File: config.mk
export PLATFORM = sky130hd
export DESIGN_NAME = alu_share_arbiter
export DESIGN_NICKNAME = d
export VERILOG_FILES = /design/src/rtl/alu_share_arbiter.sv
export SDC_FILE = /design/constraint.sdc
export NUM_CORES = 1
export LEC_CHECK = 0
export BUFFER_PORTS_ARGS = -buffer_cell sky130_fd_sc_hd__buf_2
export CAP_MARGIN = 20
export CORE_AREA = 2 2 108 110
export DETAILED_ROUTE_END_ITERATION = 10
export DIE_AREA = 0 0 110 112
export PLACE_DENSITY = 0.81
export SLEW_MARGIN = 20
export SYNTH_ARGS = -nofsm -noshare
export SYNTH_HDL_FRONTEND = slang
export SYNTH_SLANG_ARGS = --single-unit
export TNS_END_PERCENT = 30
File: constraint.sdc
create_clock -name CLK -period 2.04 [get_ports CLK]
set_input_delay 0.102 -clock CLK [delete_from_list [all_inputs] [get_ports CLK]]
set_output_delay 0.102 -clock CLK [all_outputs]
set_load 0.1 [all_outputs]
File: src/rtl/alu_share_arbiter.sv
// alu_share_arbiter: shares one combinational ALU between two requesters.
// Round-robin grant in IDLE, one ISSUE cycle with registered operands, then a
// registered result held in RESP until the owning requester takes it.
// Optional grant counters are compiled in when ALU_ARB_STATS_EN is defined.
module alu_share_arbiter #(
  parameter int DATA_W = 32,
  parameter int OP_W   = 5
) (
  input  logic              CLK,
  input  logic              RST_N,
  input  logic              r0_valid,
  output logic              r0_ready,
  input  logic [DATA_W-1:0] r0_a,
  input  logic [DATA_W-1:0] r0_b,
  input  logic [OP_W-1:0]   r0_op,
  input  logic              r1_valid,
  output logic              r1_ready,
  input  logic [DATA_W-1:0] r1_a,
  input  logic [DATA_W-1:0] r1_b,
  input  logic [OP_W-1:0]   r1_op,
  output logic              rsp0_valid,
  input  logic              rsp0_ready,
  output logic              rsp1_valid,
  input  logic              rsp1_ready,
  output logic [DATA_W-1:0] rsp_result,
  output logic              rsp_zero,
  output logic [DATA_W-1:0] alu_a,
  output logic [DATA_W-1:0] alu_b,
  output logic [OP_W-1:0]   alu_op,
  input  logic [DATA_W-1:0] alu_result,
  input  logic              alu_zero
`ifdef ALU_ARB_STATS_EN
  ,
  output logic [15:0]       gnt0_count,
  output logic [15:0]       gnt1_count
`endif
);

  typedef enum logic [1:0] {S_IDLE, S_ISSUE, S_RESP} state_t;

  state_t            state_q, state_d;
  logic              ptr_q, ptr_d;
  logic              owner_q, owner_d;
  logic [DATA_W-1:0] alu_a_q, alu_a_d;
  logic [DATA_W-1:0] alu_b_q, alu_b_d;
  logic [OP_W-1:0]   alu_op_q, alu_op_d;
  logic [DATA_W-1:0] res_q, res_d;
  logic              zero_q, zero_d;
  logic              gnt0, gnt1;

  // Round-robin pick: a lone requester wins, a tie goes to the pointer.
  always_comb begin
    gnt1 = r1_valid & (~r0_valid | ptr_q);
    gnt0 = r0_valid & ~gnt1;
  end

  // Next-state and handshake outputs; inputs are only looked at in IDLE.
  always_comb begin
    state_d    = state_q;
    ptr_d      = ptr_q;
    owner_d    = owner_q;
    alu_a_d    = alu_a_q;
    alu_b_d    = alu_b_q;
    alu_op_d   = alu_op_q;
    res_d      = res_q;
    zero_d     = zero_q;
    r0_ready   = 1'b0;
    r1_ready   = 1'b0;
    rsp0_valid = 1'b0;
    rsp1_valid = 1'b0;
    unique case (state_q)
      S_IDLE: begin
        r0_ready = gnt0;
        r1_ready = gnt1;
        if (gnt0) begin
          alu_a_d  = r0_a;
          alu_b_d  = r0_b;
          alu_op_d = r0_op;
          owner_d  = 1'b0;
          state_d  = S_ISSUE;
        end else if (gnt1) begin
          alu_a_d  = r1_a;
          alu_b_d  = r1_b;
          alu_op_d = r1_op;
          owner_d  = 1'b1;
          state_d  = S_ISSUE;
        end
      end
      S_ISSUE: begin
        res_d   = alu_result;
        zero_d  = alu_zero;
        state_d = S_RESP;
      end
      S_RESP: begin
        rsp0_valid = ~owner_q;
        rsp1_valid = owner_q;
        if (owner_q ? rsp1_ready : rsp0_ready) begin
          ptr_d   = ~owner_q;
          state_d = S_IDLE;
        end
      end
      default: state_d = S_IDLE;
    endcase
  end

  // State, operand and result registers with synchronous active-low reset.
  always_ff @(posedge CLK) begin
    if (!RST_N) begin
      state_q  <= S_IDLE;
      ptr_q    <= 1'b0;
      owner_q  <= 1'b0;
      alu_a_q  <= '0;
      alu_b_q  <= '0;
      alu_op_q <= '0;
      res_q    <= '0;
      zero_q   <= 1'b0;
    end else begin
      state_q  <= state_d;
      ptr_q    <= ptr_d;
      owner_q  <= owner_d;
      alu_a_q  <= alu_a_d;
      alu_b_q  <= alu_b_d;
      alu_op_q <= alu_op_d;
      res_q    <= res_d;
      zero_q   <= zero_d;
    end
  end

  assign alu_a      = alu_a_q;
  assign alu_b      = alu_b_q;
  assign alu_op     = alu_op_q;
  assign rsp_result = res_q;
  assign rsp_zero   = zero_q;

`ifdef ALU_ARB_STATS_EN
  logic [15:0] cnt0_q, cnt1_q;

  // Saturating per-requester count of accepted requests.
  always_ff @(posedge CLK) begin
    if (!RST_N) begin
      cnt0_q <= '0;
      cnt1_q <= '0;
    end else begin
      if (r0_valid && r0_ready && cnt0_q != 16'hFFFF) cnt0_q <= cnt0_q + 16'd1;
      if (r1_valid && r1_ready && cnt1_q != 16'hFFFF) cnt1_q <= cnt1_q + 16'd1;
    end
  end

  assign gnt0_count = cnt0_q;
  assign gnt1_count = cnt1_q;
`endif

endmodule
==> results.sh <==
export IMPL_status="completed"
export IMPL_layout_cells_non_filler=976
export IMPL_synth_cell_type_count=22
export IMPL_drv_cap=0
export IMPL_viasPerCell=5.199
export IMPL_irDropWorstVdd_mv=0.5990
export IMPL_relSlewSlack_pct=65.75
export IMPL_dp_slack_ns=0.5511
export IMPL_highest_count_cells_in_the_layout_ignoring_fill_and_taps="buf_2, nand2_1, dfxtp_1, a21oi_1, a311oi_1"
export IMPL_floorplan_initialDensity_pct=39.94
export IMPL_dieHeight_um=112
export IMPL_die_x_um=110
export IMPL_first_global_vias=4774
export IMPL_crit_path_max_fanout=5
export IMPL_worstHoldPathType="in -> reg"
export IMPL_route_detailed_drc=0
export IMPL_period_needed_ns=1.839
export IMPL_core_area_mm2=0.01117
export IMPL_buffers_inserted_during_post_cts_setup_optimization=0
export IMPL_yosys_warnings=0
export IMPL_worst_setup_path_end_kind="output port"
export IMPL_design_die_area_mm2=0.01232
export IMPL_dpl_instance_area_mm2=0.006012
export IMPL_synthesis_instances=562
export IMPL_finalSetupViolCount=0
export IMPL_drt_wirelength_per_cell_um=14.89
export IMPL_placementRows=39
export IMPL_critical_path_required_ns=1.94
export IMPL_grt_first_pass_wirelength_um=22230
export IMPL_drt_initial_drc_count=370
export IMPL_mappedNetlistArea_mm2=0.004463
export IMPL_h_tree_depth=3
export IMPL_clk_root_buffer_cell="clkbuf_16"
export IMPL_antenna_left=0
export IMPL_fin_setup_tns_ns=0
export IMPL_antenna_found_initial=2
export IMPL_syn_mean_instance_area_um2=7.941
export IMPL_numCtsBuffers=9
export IMPL_drt_pass1_iterations=4
export IMPL_cts_sinks=106
export IMPL_design_final_nets=1003
export IMPL_power_per_cell_area_mw_per_mm2=1059
export IMPL_worst_slew_pin_transition_ns=0.5173
export IMPL_number_of_primary_i_o_pins=283
export IMPL_post_dp_hpwl_um=10040
export IMPL_reg2reg_setup_slack_ns=0.59
export IMPL_finalCritPeriodShare_pct=90.14
export IMPL_fin_worst_skew_ns=0.009208
export IMPL_start_kind="flop"
export IMPL_fin_ws_ns=0.2011
export IMPL_clk_transition_reported_paths_ns=0.07
export IMPL_mostFrequentLayoutCell="buf_2"
export IMPL_fin_total_pwr_mw=6.834
export IMPL_maxClockFrequency_mhz=543.8
export IMPL_total_leakage_power_nw=3.057
export IMPL_finalHoldViolations=0
export IMPL_share_of_final_layout_standard_cells_stronger_than_drive_strength_1_pct=39.35
export IMPL_clock_insertion_delay_worst_skew_ns=0.34
export IMPL_final_util_pct=57.77
export IMPL_grt_setup_unrepaired="no"
export IMPL_grt_use_total_pct=22.48
export IMPL_synth_seq_area_share_pct=47.55
export IMPL_grt_start_max_net_pins=104
export IMPL_grt_ovfl_total=0
export IMPL_io_port_bufs=282
export IMPL_clockBufferDepth=2
export IMPL_synthToLayoutAreaGrowth_pct=44.63
export IMPL_cts_tree="built"
export IMPL_dpl_cell_count=943
export IMPL_critPathArrivalTime_ns=1.74
export IMPL_final_fill_count=1020
export IMPL_final_hold_slack_ns=0.01341
export IMPL_worst_setup_path_type="reg -> out"
export IMPL_finish_instance_area_mm2=0.006455
export IMPL_slew_violations=0
export IMPL_gpl_final_weighted_congestion=0.8260
export IMPL_drt_wl_total_um=14530
export IMPL_detailroute_via_count=5074
export IMPL_synth_seq_cells=106
export IMPL_syn_nets=739
==> report_power, final <==
part	total (mW)	switching (mW)	internal (mW)
clock	1.69	0.740	0.949
sequential	2.41	0.117	2.29
combinational	2.74	2.18	0.564
==> critical path, cell delays in order (launching register included) <==
cell and delay (ns):
dfxtp_1 0.48, nor2b_1 0.31, and2_1 0.19, buf_2 0.43
==> state kept, by name, summed over array words and instances (netlist names) <==
name,flops
alu_op,5
owner_q,1
state_q,2
rsp_zero,1
alu_a,32
rsp_result,32
ptr_q,1
alu_b,32
==> timing repair <==
item,CTS,global route
hold buffers,15,0
endpoints found under the setup margin,0,0
endpoints found under the hold margin,15,0
resized for setup,0,0
==> per-layer routing <==
metal | global-route usage [%] | vias to the layer above | wire length (µm)
met2 | 39.80 | 216 | 7265
met4 | 9.789 | 0 | 341
met3 | 5.386 | 28 | 1225
met5 | 0 | - | 0
li1 | - | 2496 | -
met1 | 25.11 | 2334 | 5698
==> final timing paths <==
check / startpoint / end / depth (start not counted)
max: state_q[1] / rsp0_valid / 3
min: alu_result[16] / rsp_result[16] / 3
max reg2reg: ptr_q / alu_a[3] / 4
min reg2reg: rsp_result[25] / rsp_result[25] / 2
==> synthesized netlist by cell type, drive strengths merged <==
cell type / number / area (µm²)
a21bo: 1 / 10.01
a21boi: 1 / 11.26
a21oi: 105 / 525.5
a311oi: 70 / 675.6
and2: 3 / 18.77
and3: 2 / 12.51
buf: 14 / 86.33
clkbuf: 43 / 161.4
dfxtp: 106 / 2122
inv: 2 / 7.510
mux2i: 1 / 10.01
nand2: 204 / 765.7
nand2b: 2 / 12.51
nor2: 2 / 7.510
nor2b: 2 / 12.51
nor3: 1 / 5.000
o21a: 1 / 7.510
o21ai: 1 / 5.000
or2: 1 / 6.260
==> layout make-up <==
class	instances	area (µm²)	share of cell area [%]
inverter	2	8.758	0.1357
sequential	106	2122	32.87
antenna	2	5.005	0.07753
multi-input combinational	397	2116	32.78
clock buffer	11	232.7	3.605
tap	143	178.9	2.772
clock inverter	5	55.05	0.8529
timing repair buffer	310	1737	26.90
==> cells by family after synthesis <==
| group | share of synthesized area (%) |
|---|---|
| AOI/OAI and AO/OA | 27.67 |
| buffers and inverters | 5.719 |
| DFF | 47.55 |
| muxes | 0.2243 |
| and+or+nand+nor | 18.84 |
Power figures use the tool's default switching activity.
